**src/rtl/array_ctrl_pkg.sv**
```systemverilog
// ----------------------------------------------------------------------------
// array_ctrl_pkg : shared types and defaults for the 2x72 metadata array family
// Rev 1.0
// ----------------------------------------------------------------------------
`default_nettype none

package array_ctrl_pkg;

  localparam int unsigned ARR_DATA_W = 72;
  localparam int unsigned ARR_ADDR_W = 1;

  typedef enum logic [0:0] {
    ST_INIT = 1'b0,
    ST_RUN  = 1'b1
  } arr_state_e;

endpackage

`default_nettype wire

```
**src/rtl/array_ctrl_wbuf.sv**
```systemverilog
// ----------------------------------------------------------------------------
// array_ctrl_wbuf : single-entry posted write buffer with read-hit compare
// Rev 1.0
// ----------------------------------------------------------------------------
`default_nettype none

module array_ctrl_wbuf
  import array_ctrl_pkg::*;
#(
  parameter int unsigned DATA_W = ARR_DATA_W,
  parameter int unsigned ADDR_W = ARR_ADDR_W
) (
  input  logic              clock_i,
  input  logic              reset_n_i,
  input  logic              load_i,
  input  logic              drain_i,
  input  logic [ADDR_W-1:0] addr_i,
  input  logic [DATA_W-1:0] data_i,
  input  logic [ADDR_W-1:0] r_addr_i,
  output logic              valid_o,
  output logic [ADDR_W-1:0] addr_o,
  output logic [DATA_W-1:0] data_o,
  output logic              hit_o
);

  logic              valid_q, valid_d;
  logic [ADDR_W-1:0] addr_q, addr_d;
  logic [DATA_W-1:0] data_q, data_d;

  // Load wins over drain so a write can refill the entry in its drain cycle.
  always_comb begin
    valid_d = valid_q;
    addr_d  = addr_q;
    data_d  = data_q;
    if (drain_i) begin
      valid_d = 1'b0;
    end
    if (load_i) begin
      valid_d = 1'b1;
      addr_d  = addr_i;
      data_d  = data_i;
    end
  end

  always_ff @(posedge clock_i or negedge reset_n_i) begin
    if (!reset_n_i) begin
      valid_q <= 1'b0;
      addr_q  <= '0;
      data_q  <= '0;
    end else begin
      valid_q <= valid_d;
      addr_q  <= addr_d;
      data_q  <= data_d;
    end
  end

  assign valid_o = valid_q;
  assign addr_o  = addr_q;
  assign data_o  = data_q;
  assign hit_o   = valid_q && (r_addr_i == addr_q);

endmodule

`default_nettype wire

```
**src/rtl/array_8_rw_arbiter.sv**
```systemverilog
// ----------------------------------------------------------------------------
// array_8_rw_arbiter : read/write arbiter and zero-init sequencer for a 1RW SRAM
// Rev 1.0
// ----------------------------------------------------------------------------
`default_nettype none

module array_8_rw_arbiter
  import array_ctrl_pkg::*;
#(
  parameter int unsigned DATA_W          = ARR_DATA_W,
  parameter int unsigned ADDR_W          = ARR_ADDR_W,
  parameter int unsigned MAX_READ_STREAK = 4,
  parameter bit          INIT_ZERO       = 1'b1
) (
  input  logic              clock_i,
  input  logic              reset_n_i,
  input  logic              r_valid_i,
  output logic              r_ready_o,
  input  logic [ADDR_W-1:0] r_addr_i,
  output logic              resp_valid_o,
  output logic [DATA_W-1:0] resp_data_o,
  input  logic              w_valid_i,
  output logic              w_ready_o,
  input  logic [ADDR_W-1:0] w_addr_i,
  input  logic [DATA_W-1:0] w_data_i,
  output logic              init_done_o,
  output logic              sram_en_o,
  output logic              sram_wmode_o,
  output logic [ADDR_W-1:0] sram_addr_o,
  output logic [DATA_W-1:0] sram_wdata_o,
  input  logic [DATA_W-1:0] sram_rdata_i
);

  localparam int unsigned         STREAK_W    = $clog2(MAX_READ_STREAK + 1);
  localparam logic [STREAK_W-1:0] STREAK_MAX  = STREAK_W'(MAX_READ_STREAK);
  localparam logic [ADDR_W-1:0]   LAST_ADDR   = {ADDR_W{1'b1}};
  localparam arr_state_e          RESET_STATE = INIT_ZERO ? ST_INIT : ST_RUN;

  arr_state_e          state_q, state_d;
  logic [ADDR_W-1:0]   init_cnt_q, init_cnt_d;
  logic [STREAK_W-1:0] streak_q, streak_d;
  logic                resp_valid_q, byp_q;
  logic [DATA_W-1:0]   byp_data_q;

  logic                wb_valid, wb_hit;
  logic [ADDR_W-1:0]   wb_addr;
  logic [DATA_W-1:0]   wb_data;

  logic run, rd_hit, rd_miss, rd_acc, rd_grant, drain, wr_acc;

  assign run      = (state_q == ST_RUN);
  assign rd_hit   = r_valid_i && wb_hit;
  assign rd_miss  = r_valid_i && !wb_hit;
  assign r_ready_o = run && !(wb_valid && (streak_q == STREAK_MAX) && rd_miss);
  assign rd_acc   = r_valid_i && r_ready_o;
  // A granted miss owns the port; every other RUN cycle may drain the buffer.
  assign rd_grant = rd_acc && rd_miss;
  assign drain    = run && wb_valid && !rd_grant;
  assign w_ready_o = run && (!wb_valid || drain);
  assign wr_acc   = w_valid_i && w_ready_o;

  array_ctrl_wbuf #(
    .DATA_W (DATA_W),
    .ADDR_W (ADDR_W)
  ) u_wbuf (
    .clock_i   (clock_i),
    .reset_n_i (reset_n_i),
    .load_i    (wr_acc),
    .drain_i   (drain),
    .addr_i    (w_addr_i),
    .data_i    (w_data_i),
    .r_addr_i  (r_addr_i),
    .valid_o   (wb_valid),
    .addr_o    (wb_addr),
    .data_o    (wb_data),
    .hit_o     (wb_hit)
  );

  always_ff @(posedge clock_i or negedge reset_n_i) begin
    if (!reset_n_i) begin
      state_q    <= RESET_STATE;
      init_cnt_q <= '0;
    end else begin
      state_q    <= state_d;
      init_cnt_q <= init_cnt_d;
    end
  end

  always_comb begin
    state_d    = state_q;
    init_cnt_d = init_cnt_q;
    if (state_q == ST_INIT) begin
      init_cnt_d = init_cnt_q + 1'b1;
      if (init_cnt_q == LAST_ADDR) begin
        state_d = ST_RUN;
      end
    end
  end

  always_comb begin
    sram_en_o    = 1'b0;
    sram_wmode_o = 1'b0;
    sram_addr_o  = '0;
    sram_wdata_o = '0;
    if (state_q == ST_INIT) begin
      sram_en_o    = 1'b1;
      sram_wmode_o = 1'b1;
      sram_addr_o  = init_cnt_q;
    end else if (rd_grant) begin
      sram_en_o    = 1'b1;
      sram_addr_o  = r_addr_i;
    end else if (drain) begin
      sram_en_o    = 1'b1;
      sram_wmode_o = 1'b1;
      sram_addr_o  = wb_addr;
      sram_wdata_o = wb_data;
    end
  end

  always_comb begin
    streak_d = streak_q;
    if (!wb_valid || drain) begin
      streak_d = '0;
    end else if (rd_grant) begin
      streak_d = streak_q + 1'b1;
    end
  end

  always_ff @(posedge clock_i or negedge reset_n_i) begin
    if (!reset_n_i) begin
      streak_q     <= '0;
      resp_valid_q <= 1'b0;
      byp_q        <= 1'b0;
      byp_data_q   <= '0;
    end else begin
      streak_q     <= streak_d;
      resp_valid_q <= rd_acc;
      byp_q        <= rd_hit && rd_acc;
      if (rd_hit && rd_acc) begin
        byp_data_q <= wb_data;
      end
    end
  end

  assign resp_valid_o = resp_valid_q;
  assign resp_data_o  = byp_q ? byp_data_q : sram_rdata_i;
  assign init_done_o  = run;

endmodule

`default_nettype wire

```
**config.mk**
```make
export PLATFORM = sky130hd
export DESIGN_NAME = array_8_rw_arbiter
export DESIGN_NICKNAME = d
export VERILOG_FILES = /design/src/rtl/array_ctrl_pkg.sv /design/src/rtl/array_ctrl_wbuf.sv /design/src/rtl/array_8_rw_arbiter.sv
export SDC_FILE = /design/constraint.sdc
export NUM_CORES = 1
export LEC_CHECK = 0
export CORE_UTILIZATION = 36
export CTS_CLUSTER_SIZE = 24
export DETAILED_ROUTE_END_ITERATION = 7
export HOLD_SLACK_MARGIN = 0.08
export PLACE_DENSITY = 0.67
export SYNTH_ARGS = -nofsm -noshare
export SYNTH_HDL_FRONTEND = slang
export SYNTH_SLANG_ARGS = --single-unit
```
**constraint.sdc**
```tcl
create_clock -name clock_i -period 5 [get_ports clock_i]
set_input_delay 0.75 -clock clock_i [delete_from_list [all_inputs] [get_ports clock_i]]
set_output_delay 0.75 -clock clock_i [all_outputs]
set_load 0.01 [all_outputs]
```
==> impl_results.md <==
* First-pass GRT wire length at 30.7 mm
* CP top delay family: buffers and inverters
* GR Util met1 at 21.8%
* Comb pwr share at 29.1%
* Nets at 959
* Final WL at 19.0 mm
* Worst setup EP type: primary output
* Worst clock skew at 10.9 ps
* Clock Latency Late Sink at 420 ps
* Port bufs at 300
* GRT met2 Usage at 32.2%
* #FFs+latches synth at 153
* Required time of the critical path at 4250 ps
* Die width at 146 um
* Ant. Diodes at 0
* Worst-Margin Slew at 1090 ps
* Critical-path cell list: clkdlybuf4s50_1 > xor2_2 > a311oi_4 > buf_4 > and2_1 > clkdlybuf4s50_1
* Slowest stage delay, CP at 570 ps
* Period utilization at 75.2%
* Num CTS Buffers at 17
* Synth area leader: dfrtp_1
* Rows at 52
* Cells after synthesis at 516
* Synth top area share at 51.2%
* Clock power frac at 28.8%
* DRT Pass-1 Iters at 4
* Net Sw Power at 1.18 mW
* Critical-path top delay cell: clkdlybuf4s50_1
* Unique masters post-synth at 26
* Pint at 3.21 mW
* Worst setup path class: in2out
* DP HPWL at 13.2 mm
* CP Max Fanout at 50
* Total gr overflow at 0
* Met3 Use GR at 5.25%
* Htree depth at 4
* Global Route Usage Sum at 18.4%
* Hold_buf cts at 0
* Number of global-route vias before repair at 5718
* DR iter-0 viols at 110
* Sequential power share at 42.1%
* Net Sw Frac at 26.8%
* Synth Cell Area at 7480 um2
* Minimum clock period at 3760 ps
* Finished Layout Cells at 1090
* Most Crowded Layer GR: met2
* Max IR drop VDD at 223 uV
* Layout fillers at 1701
* Clock sinks at 153
* # DRC at 0
* Gpl congestion at 0.799
* Area added between synthesis and finish at 50.6%
* Syn avg cell area at 14.5 um2
* Layout cells sized above 1 at 31.6%
* Via/cell ratio at 4.73
* Max-cap violations at 0
* Die Span Y at 146 um
* Die footprint at 21300 um2
* Placed insts at 1058
* Status: completed
* Tightest Hold Check Type: in2async
* Vias at 5161
* Resized Gates After CTS at 0
* Clk buf depth at 2
* Post-route ant nets at 0
* PD cells at 390 nW/um2
* Final hold viol count at 0
* Register area share after synthesis at 51.2%
* Largest net degree at the start of global routing at 102
* FMAX at 266 MHz
* Initial Utilization at 36.8%
* CP Launch Type: primary input
* Crit path buffers/inverters at 3
* Most used cell, CP: clkdlybuf4s50_1
* Final setup violating endpoints at 0
* Post CTS Setup Buffer Count at 0
* Root Buffer: clkbuf_16
* Io pins at 301
* Fin. max-slew vios at 0
* Synthesized net count at 668
* TNS Setup at 0 ps
* WL per Instance at 17.4 um
* Initial antenna violation count at 0
* Pleak at 4.71 nW
* Clock transition at path regs at 60 ps
* Dominant cells by area after synthesis: dfrtp_1 51%, mux2_2 22%, mux2_4 14%
* TritonCTS clock tree: done
* Worst EP arrival at 3010 ps
* RSZ-0062 raised after global routing: no
* Worst slew margin at 27.1%
* Yosys warning total at 0
* Core Footprint at 20300 um2
==> cell families (layout without fill, tap and decap cells) <==
family	Yosys count	count (layout)	synth area share, %
xor gates and xnor gates	2	2	0.335
DFF	153	153	51.2
AOI/OAI and AO/OA	14	14	1.54
buffers and inverters	39	343	3.06
muxes	219	219	36.5
and+or+nand+nor	87	87	7.03
adders and majority gates	2	2	0.335
==> power groups by stage <==
stage | Clock (mW) | Sequential, mW | Combinational (mW)
global route | 1.37 | 1.90 | 1.37
CTS | 1.31 | 1.85 | 1.30
detailed placement | 0 | 1.87 | 1.29
floorplan | 0 | 1.74 | 0.765
global placement | 0 | 1.86 | 1.26
finish | 1.27 | 1.85 | 1.28
==> per-stage QoR <==
| step | hold WS [ps] | cell area [um2] | power (mW) | setup WS, ps | utilization, % |
|---|---|---|---|---|---|
| finish | 409 | 11300 | 4.39 | 1240 | 55.4 |
| global route | 479 | 11300 | 4.64 | 1120 | 55.4 |
| CTS | 467 | 11300 | 4.46 | 1210 | 55.4 |
| detailed placement | 467 | 10700 | 3.16 | 1210 | 52.6 |
| global placement | 458 | 10700 | 3.12 | 1230 | 52.6 |
| floorplan | 437 | 7480 | 2.50 | 2420 | - |
==> path summary, 6_finish.rpt <==
check	start	end	slack, ps	cells after the start
worst max-delay path	r_addr_i	sram_wdata_o[71]	1240	6
worst min-delay path	reset_n_i	byp_data_q[61]	410	1
worst max register to register	u_wbuf.addr_o	byp_data_q[55]	2590	3
worst min register to register	init_cnt_q	init_cnt_q	470	1
max in group asynchronous	reset_n_i	byp_data_q[7]	3250	2
min in group clock_i	init_cnt_q	init_cnt_q	470	1
==> sequential cells by signal, indices dropped and copies added (netlist names) <==
signal          cells
u_wbuf.data_o      72
resp_valid_o        1
byp_data_q         72
u_wbuf.addr_o       1
streak_q            3
init_cnt_q          1
byp_q               1
init_done_o         1
u_wbuf.valid_o      1
==> layer usage <==
metal	vias up	part of all wire (%)	routed length (um)
met5	-	0	0
met3	24	6.4	1210
met2	190	51	9580
met1	2558	42	7900
met4	0	1.5	276
li1	2389	-	-
==> layout make-up <==
| type | count | area [um2] | share of cell area (%) |
|---|---|---|---|
| flip-flops and latches | 153 | 3830 | 34.0 |
| multi-input cells | 324 | 3430 | 30.5 |
| repair buffers | 305 | 3040 | 27.0 |
| clock buffers | 20 | 447 | 3.97 |
| well taps | 270 | 338 | 3.00 |
| clock inverters | 12 | 140 | 1.24 |
| inverters | 6 | 22.5 | 0.200 |
==> cell usage after synthesis <==
library cell / instances
nand2_1: 5
o21ai_0: 3
o32ai_1: 1
buf_4: 7
mux2i_1: 1
nand3_1: 5
xnor2_1: 1
o22ai_1: 2
ha_1: 2
buf_6: 7
and3_1: 2
a31oi_1: 3
clkbuf_1: 16
a311oi_2: 1
or3_1: 2
and2_1: 72
o31ai_1: 1
a41oi_4: 1
mux2_4: 70
inv_1: 6
buf_2: 3
mux2_2: 148
nor2b_1: 1
dfrtp_1: 153
a21oi_1: 2
xor2_2: 1
==> cell usage in the layout (no fill, tap or decap), types with 2 or more instances in the layout <==
cell and n:
clkinv_4 3, mux2_2 148, nand2_1 5, clkbuf_16 17, and3_1 2, bufinv_16 2
a31oi_1 3, ha_1 2, o22ai_1 2, o21ai_0 3, and2_1 72, nand3_1 5
clkinvlp_4 3, mux2_4 70, inv_1 6, dfrtp_1 152, clkdlybuf4s50_1 299, clkbuf_1 2
buf_4 5, inv_6 3, a21oi_1 2
Power figures use the tool's default switching activity.
